--- src/rtl/stoch_prog_gain_div_mat_pkg.sv ---
// Shared definitions for the stochastic programmable-gain divider matrix.
//
// Contents:
//   div_state_t   - control FSM states (RUN accepts data, LOAD applies a new gain)
//   GAIN_ILLEGAL  - the one gain value that a load request may not install
//   gain_is_legal - helper used by the control logic to classify GAIN_IN
package stoch_prog_gain_div_mat_pkg;

  typedef enum logic {
    ST_RUN  = 1'b0,
    ST_LOAD = 1'b1
  } div_state_t;

  // A gain of zero would make every element emit a 1 forever without ever
  // consuming residue, so it is rejected at load time.
  localparam int unsigned GAIN_ILLEGAL = 0;

  function automatic logic gain_is_legal(input int unsigned gain);
    return gain != GAIN_ILLEGAL;
  endfunction

endpackage

--- src/rtl/stoch_prog_gain_div_mat_elem.sv ---
// One element of the stochastic divider matrix.
//
// Accumulates accepted input bits into a residue counter and emits a 1 each
// time the residue reaches the shared gain, subtracting the gain back out.
// Over a long stream the density of ones on y is the density on a divided
// by gain.
//
// Ports:
//   clk     - rising-edge clock
//   n_rst   - synchronous active-low reset (clears residue and output)
//   accept  - a is consumed this cycle
//   clear   - drop residue (gain change); takes priority over accept
//   a       - stochastic input bit
//   gain    - active gain, shared across the matrix, never zero
//   y       - registered output bit, 0 whenever nothing was accepted
module stoch_prog_gain_div_elem
  import stoch_prog_gain_div_mat_pkg::*;
#(
  parameter int unsigned COUNTER_SIZE = 8,
  parameter int unsigned GAIN_WIDTH   = 4
) (
  input  logic                  clk,
  input  logic                  n_rst,
  input  logic                  accept,
  input  logic                  clear,
  input  logic                  a,
  input  logic [GAIN_WIDTH-1:0] gain,
  output logic                  y
);

  logic [COUNTER_SIZE-1:0] cnt;
  logic [COUNTER_SIZE:0]   sum;
  logic [COUNTER_SIZE:0]   gain_ext;
  logic                    hit;

  // One extra bit on the sum: residue is at most gain-1, so residue+1 can
  // reach gain (<= 2^GAIN_WIDTH-1) and never wraps.
  always_comb begin
    gain_ext = (COUNTER_SIZE+1)'(gain);
    sum      = {1'b0, cnt} + {{COUNTER_SIZE{1'b0}}, a};
    hit      = (sum >= gain_ext);
  end

  always_ff @(posedge clk) begin
    if (!n_rst) begin
      cnt <= '0;
      y   <= 1'b0;
    end else if (clear) begin
      cnt <= '0;
      y   <= 1'b0;
    end else if (accept) begin
      y   <= hit;
      cnt <= hit ? COUNTER_SIZE'(sum - gain_ext) : COUNTER_SIZE'(sum);
    end else begin
      y   <= 1'b0;
    end
  end

endmodule

--- src/rtl/stoch_prog_gain_div_mat.sv ---
// Matrix of stochastic dividers with a run-time programmable common gain.
//
// Every element of A (row-major, element (i,j) at bit i*NUM_COLS+j) is fed
// to its own residue-counter divider; all elements share GAIN_CUR. A gain
// load takes the block through a single LOAD cycle in which input is
// refused, all residues are cleared and the new gain becomes active.
//
// Ports:
//   CLK      - rising-edge clock
//   nRST     - synchronous active-low reset
//   A        - stochastic input bits, NUM_ROWS*NUM_COLS wide
//   EN       - A is valid this cycle
//   GAIN_IN  - gain to load
//   GAIN_LD  - single-cycle load strobe for GAIN_IN
//   READY    - high while EN can be accepted
//   Y        - divided stochastic bits, same layout as A, one cycle latency
//   Y_VALID  - Y carries an accepted sample this cycle
//   ERR      - one-cycle pulse after a load request with GAIN_IN == 0
//   GAIN_CUR - currently active gain
module stoch_prog_gain_div_mat
  import stoch_prog_gain_div_mat_pkg::*;
#(
  parameter int unsigned COUNTER_SIZE = 8,
  parameter int unsigned GAIN_WIDTH   = 4,
  parameter int unsigned NUM_ROWS     = 2,
  parameter int unsigned NUM_COLS     = 2,
  parameter int unsigned DEFAULT_GAIN = 2
) (
  input  logic                         CLK,
  input  logic                         nRST,
  input  logic [NUM_ROWS*NUM_COLS-1:0] A,
  input  logic                         EN,
  input  logic [GAIN_WIDTH-1:0]        GAIN_IN,
  input  logic                         GAIN_LD,
  output logic                         READY,
  output logic [NUM_ROWS*NUM_COLS-1:0] Y,
  output logic                         Y_VALID,
  output logic                         ERR,
  output logic [GAIN_WIDTH-1:0]        GAIN_CUR
);

  div_state_t            state;
  logic [GAIN_WIDTH-1:0] gain_pend;
  logic                  gain_ok;
  logic                  load_req;
  logic                  accept;
  logic                  clear;

  // A legal load request pre-empts the sample presented in the same cycle.
  always_comb begin
    gain_ok  = gain_is_legal(32'(GAIN_IN));
    load_req = (state == ST_RUN) && GAIN_LD && gain_ok;
    accept   = (state == ST_RUN) && EN && !load_req;
    clear    = (state == ST_LOAD);
  end

  // The new gain is parked in gain_pend on entry to LOAD and becomes active
  // on the LOAD edge, together with the residue clear in every element, so
  // no element ever sees a residue computed under a different gain.
  always_ff @(posedge CLK) begin
    if (!nRST) begin
      state     <= ST_RUN;
      GAIN_CUR  <= GAIN_WIDTH'(DEFAULT_GAIN);
      gain_pend <= GAIN_WIDTH'(DEFAULT_GAIN);
      READY     <= 1'b1;
      ERR       <= 1'b0;
      Y_VALID   <= 1'b0;
    end else begin
      case (state)
        ST_RUN: begin
          ERR     <= GAIN_LD && !gain_ok;
          Y_VALID <= accept;
          if (load_req) begin
            state     <= ST_LOAD;
            gain_pend <= GAIN_IN;
            READY     <= 1'b0;
          end else begin
            READY     <= 1'b1;
          end
        end
        ST_LOAD: begin
          GAIN_CUR <= gain_pend;
          state    <= ST_RUN;
          READY    <= 1'b1;
          ERR      <= 1'b0;
          Y_VALID  <= 1'b0;
        end
        default: begin
          state    <= ST_RUN;
          READY    <= 1'b1;
          ERR      <= 1'b0;
          Y_VALID  <= 1'b0;
        end
      endcase
    end
  end

  for (genvar r = 0; r < NUM_ROWS; r++) begin : g_row
    for (genvar col = 0; col < NUM_COLS; col++) begin : g_col
      stoch_prog_gain_div_elem #(
        .COUNTER_SIZE (COUNTER_SIZE),
        .GAIN_WIDTH   (GAIN_WIDTH)
      ) u_elem (
        .clk    (CLK),
        .n_rst  (nRST),
        .accept (accept),
        .clear  (clear),
        .a      (A[r*NUM_COLS+col]),
        .gain   (GAIN_CUR),
        .y      (Y[r*NUM_COLS+col])
      );
    end
  end

endmodule

--- config.mk ---
export PLATFORM = sky130hd
export DESIGN_NAME = stoch_prog_gain_div_mat
export DESIGN_NICKNAME = d
export VERILOG_FILES = /design/src/rtl/stoch_prog_gain_div_mat_pkg.sv /design/src/rtl/stoch_prog_gain_div_mat_elem.sv /design/src/rtl/stoch_prog_gain_div_mat.sv
export SDC_FILE = /design/constraint.sdc
export NUM_CORES = 1
export LEC_CHECK = 0
export CORE_MARGIN = 10
export CORE_UTILIZATION = 60
export DETAILED_ROUTE_END_ITERATION = 7
export GPL_TIMING_DRIVEN = 0
export PLACE_DENSITY_LB_ADDON = 0.25
export SETUP_SLACK_MARGIN = 0.02
export SLEW_MARGIN = 0
export SYNTH_ARGS = -nofsm -noshare
export SYNTH_HDL_FRONTEND = slang
export SYNTH_SLANG_ARGS = --single-unit
export TNS_END_PERCENT = 30
--- constraint.sdc ---
create_clock -name CLK -period 7.6 [get_ports CLK]
set_clock_uncertainty 0.15 [all_clocks]
set_input_delay 1.9 -clock CLK [delete_from_list [all_inputs] [get_ports CLK]]
set_output_delay 1.9 -clock CLK [all_outputs]
set_load 0.05 [all_outputs]
==> results of run 1 <==
==> critical path, delay by kind of cell <==
family	cells	cell delay [ps]
AND/OR/NAND/NOR	3	1070
adder cells (fa/ha/maj)	3	760
AO/OA/AOI/OAI	3	450
buffers and inverters	1	430
multiplexers	1	410
XOR/XNOR	1	200
==> cell usage after synthesis (2+ instances only) <==
cell type and n:
dfxtp_1 48, o21ai_0 41, a21oi_1 35, ha_1 28, nor2_1 22, nand3_1 21, nand2_1 20, mux2i_1 18
inv_1 16, xor2_1 16, clkbuf_1 15, xnor2_1 15, nor2b_1 14, nor3_1 11, nand4_1 10, nand2b_1 6
a21o_1 4, a31oi_1 4, and3_1 4, buf_4 4, fa_1 4, or3_1 4, o211ai_1 3, o221a_2 3
a211oi_1 2, and2_1 2, o21a_1 2, o31a_1 2, o31ai_1 2, o32ai_1 2, or2_2 2, or3b_2 2
or4_1 2
==> logic make-up after synthesis <==
logic type / count (synthesis) / share of synthesized area [%]
flops: 48 / 28.2
compound gates: 110 / 19.9
simple gates: 131 / 21.1
mux: 19 / 5.61
buf+inv: 36 / 4.62
fa+ha+maj: 32 / 12.6
xor+xnor: 31 / 7.96
==> state kept, by name, summed over array words and instances, names as in the netlist <==
register,count
g_row.g_col.u_elem.cnt,32
ERR,1
gain_pend,4
Y_VALID,1
clear,1
g_row.g_col.u_elem.y,4
GAIN_CUR,4
READY,1
==> power breakdown <==
part	switching [mW]	internal, mW	total [mW]
registers	0.0200	0.272	0.292
clock network	0.0926	0.0626	0.155
logic	0.176	0.132	0.309
total	0.289	0.467	0.755
==> worst paths after layout <==
path	endpoint	depth (start not counted)	slack [ps]
min	GAIN_CUR[1]	2	340
min reg2reg	GAIN_CUR[1]	2	340
max reg2reg	g_row[1].g_col[0].u_elem.cnt[0]	11	4180
max	g_row[1].g_col[0].u_elem.cnt[0]	12	2470
==> layout make-up <==
cell class,instances,share of cell area [%]
clock inverters,2,0.329
flip-flops and latches,48,25.3
multi-input cells,323,60.3
clock buffers,5,1.81
well taps,72,2.37
inverters,16,1.58
repair buffers,22,5.79
plain buffers,20,2.57
==> placed cells by master (no fill, tap or decap), types with 3 or more instances in the layout <==
master,count
clkbuf_8,5
mux2i_1,18
clkdlybuf4s50_1,22
clkbuf_1,15
fa_1,4
nand3_1,21
o221a_2,3
dfxtp_1,48
ha_1,28
xor2_1,16
nor2_1,22
nand4_1,10
o211ai_1,3
or3_1,4
a31oi_1,4
a21oi_1,35
xnor2_1,15
nand2_1,20
o21ai_0,41
and3_1,4
nor3_1,11
nor2b_1,14
a21o_1,4
nand2b_1,6
inv_1,16
buf_4,4
==> per-stage QoR <==
stage | utilization (%) | cells | setup WS (ps) | total power [mW]
floorplan | - | 407 | 2880 | 0.531
finish | 69.1 | 508 | 2470 | 0.755
global placement | 67.6 | 501 | 2230 | 0.590
detailed placement | 67.6 | 501 | 2140 | 0.602
global route | 69.1 | 508 | 2240 | 0.802
CTS | 69.1 | 508 | 2490 | 0.753
==> metal layers <==
layer	share of wire [%]	routed length (um)
met2	50	4130
met1	43	3550
met3	4.7	387
met4	1.8	144
met5	0	0
==> flow_metrics.env, run 1 <==
export IMPL_use_met2_pct=32.6
export IMPL_ys_warnings_count=0
export IMPL_crit_type="in2reg"
export IMPL_busiest_layer="met2"
export IMPL_slew_headroom_pct=43.5
export IMPL_avgSynthCellArea_um2=8.38
export IMPL_grt_util_met1_pct=22.6
export IMPL_wl_per_cell_um=16.2
export IMPL_place_hpwl_um=6230
export IMPL_fmaxAchievable_mhz=195
export IMPL_start_util_pct=62.0
export IMPL_synth_cell_types=56
export IMPL_worstMarginPinSlew_ps=841
export IMPL_diodes=0
export IMPL_grt_usage_pct=18.7
export IMPL_crit_required_ps=7700
export IMPL_drive_gt1_share_pct=6.65
export IMPL_dr_pass1_iters=4
export IMPL_synthTopCellsByArea="dfxtp_1 (28%), ha_1 (10%), o21ai_0 (6.0%)"
export IMPL_clock_sinks=48
export IMPL_fillers=473
export IMPL_multi_input_area_um2=2290
export IMPL_row_count=27
export IMPL_cp_start_kind="input pin"
export IMPL_core_area_um2=5510
export IMPL_finalCritPeriodShare_pct=67.5
export IMPL_synth_edf_count=0
export IMPL_crit_fanout=7
export IMPL_grt_pass1_vias=2942
export IMPL_fin_area_um2=3800
export IMPL_async_reset_ff_share_pct=0
export IMPL_critPathLaunch="A[2]"
export IMPL_vdd_drop_max_uv=107
export IMPL_grt_use_met3_pct=3.53
export IMPL_fin_hold_ws_ps=342
export IMPL_via_per_inst=6.04
export IMPL_synth_top_area_cell="dfxtp_1"
export IMPL_vias=3067
export IMPL_seqCellArea_um2=961
export IMPL_ios=23
export IMPL_grt_pass1_wl_um=13700
export IMPL_syn_nets=451
export IMPL_p_leak_nw=1.56
export IMPL_endpoint_kind="flip-flop"
export IMPL_post_cts_setup_buffer_count=0
export IMPL_crit_chain="clkdlybuf4s50_1 > ha_1 > ha_1 > xor2_1 > ha_1 > o21a_1 > o31a_1 > nor3_1 > nand3b_1 > nor3_2 > mux2_2 > a21oi_1"
export IMPL_cp_arrival_ps=5230
export IMPL_synth_top_area_share_pct=28.2
export IMPL_dieArea_um2=9100
export IMPL_overflow=0
export IMPL_dpl_cell_area_um2=3720
export IMPL_outcome="complete, no violations"
export IMPL_drv_slew=0
export IMPL_grt_max_degree=15
export IMPL_grt_setup_unrepaired="no"
export IMPL_hold_start="gain_pend[1]"
export IMPL_clk_path_buf_depth=2
export IMPL_maxCapViolCount=0
export IMPL_syn_to_final_growth_pct=11.5
export IMPL_min_period_ps=5130
export IMPL_place_gp_congestion=0.887
export IMPL_cts_made_buffers=5
export IMPL_netlist_instances=407
export IMPL_clk_pin_slew_ps=90
export IMPL_timing_rr_start="g_row[1].g_col[0].u_elem.cnt[0]"
export IMPL_critical_path_max_stage_delay_ps=550
export IMPL_critical_path_most_common_cell="ha_1"
export IMPL_netlist_area_um2=3410
export IMPL_finalHoldViolCount=0
export IMPL_port_buffers=22
export IMPL_setup_violations=0
export IMPL_drt_initial_drc_count=155
export IMPL_ys_flop_type="dfxtp_1"
export IMPL_antenna_found_initial=0
export IMPL_cts_hold_fix_buffers=0
export IMPL_ys_seq_area_share_pct=28.2
export IMPL_powerDensity_nw_per_um2=199
export IMPL_h_tree_depth=2
export IMPL_final_nets=480
export IMPL_drt_antenna_violating_nets=0
export IMPL_die_height_um=95.4
export IMPL_wl_um=8210
export IMPL_root_buffer="clkbuf_8"
export IMPL_die_x_um=95.4
export IMPL_cts_tree="yes"
export IMPL_crit_slowest_cell="nor3_2"
export IMPL_route_detailed_drc=0
export IMPL_synth_seq_cells=48
export IMPL_hp_class="reg2reg"
export IMPL_clk_latency_ps=320
export IMPL_setup_tns_final_ps=0
export IMPL_cts_repair_resized=0
No activity file was read; power rests on OpenSTA's default activity.
==> run 2: changes to the inputs <==
==> constraint.sdc (replaced) <==
create_clock -name CLK -period 4.9 [get_ports CLK]
set_clock_uncertainty 0.15 [all_clocks]
set_input_delay 1.225 -clock CLK [delete_from_list [all_inputs] [get_ports CLK]]
set_output_delay 1.225 -clock CLK [all_outputs]
set_load 0.05 [all_outputs]
==> results of run 2 <==
The final DEF is identical to that of run 1. Status: complete, no violations.
Main changes from that run: setup slack after placement 2140 ps -> 118 ps; setup slack after layout 2470 ps -> 446 ps; register-to-register setup slack 4180 ps -> 1480 ps; total power 0.755 mW -> 1.17 mW; worst IR drop on VDD 107 uV -> 166 uV
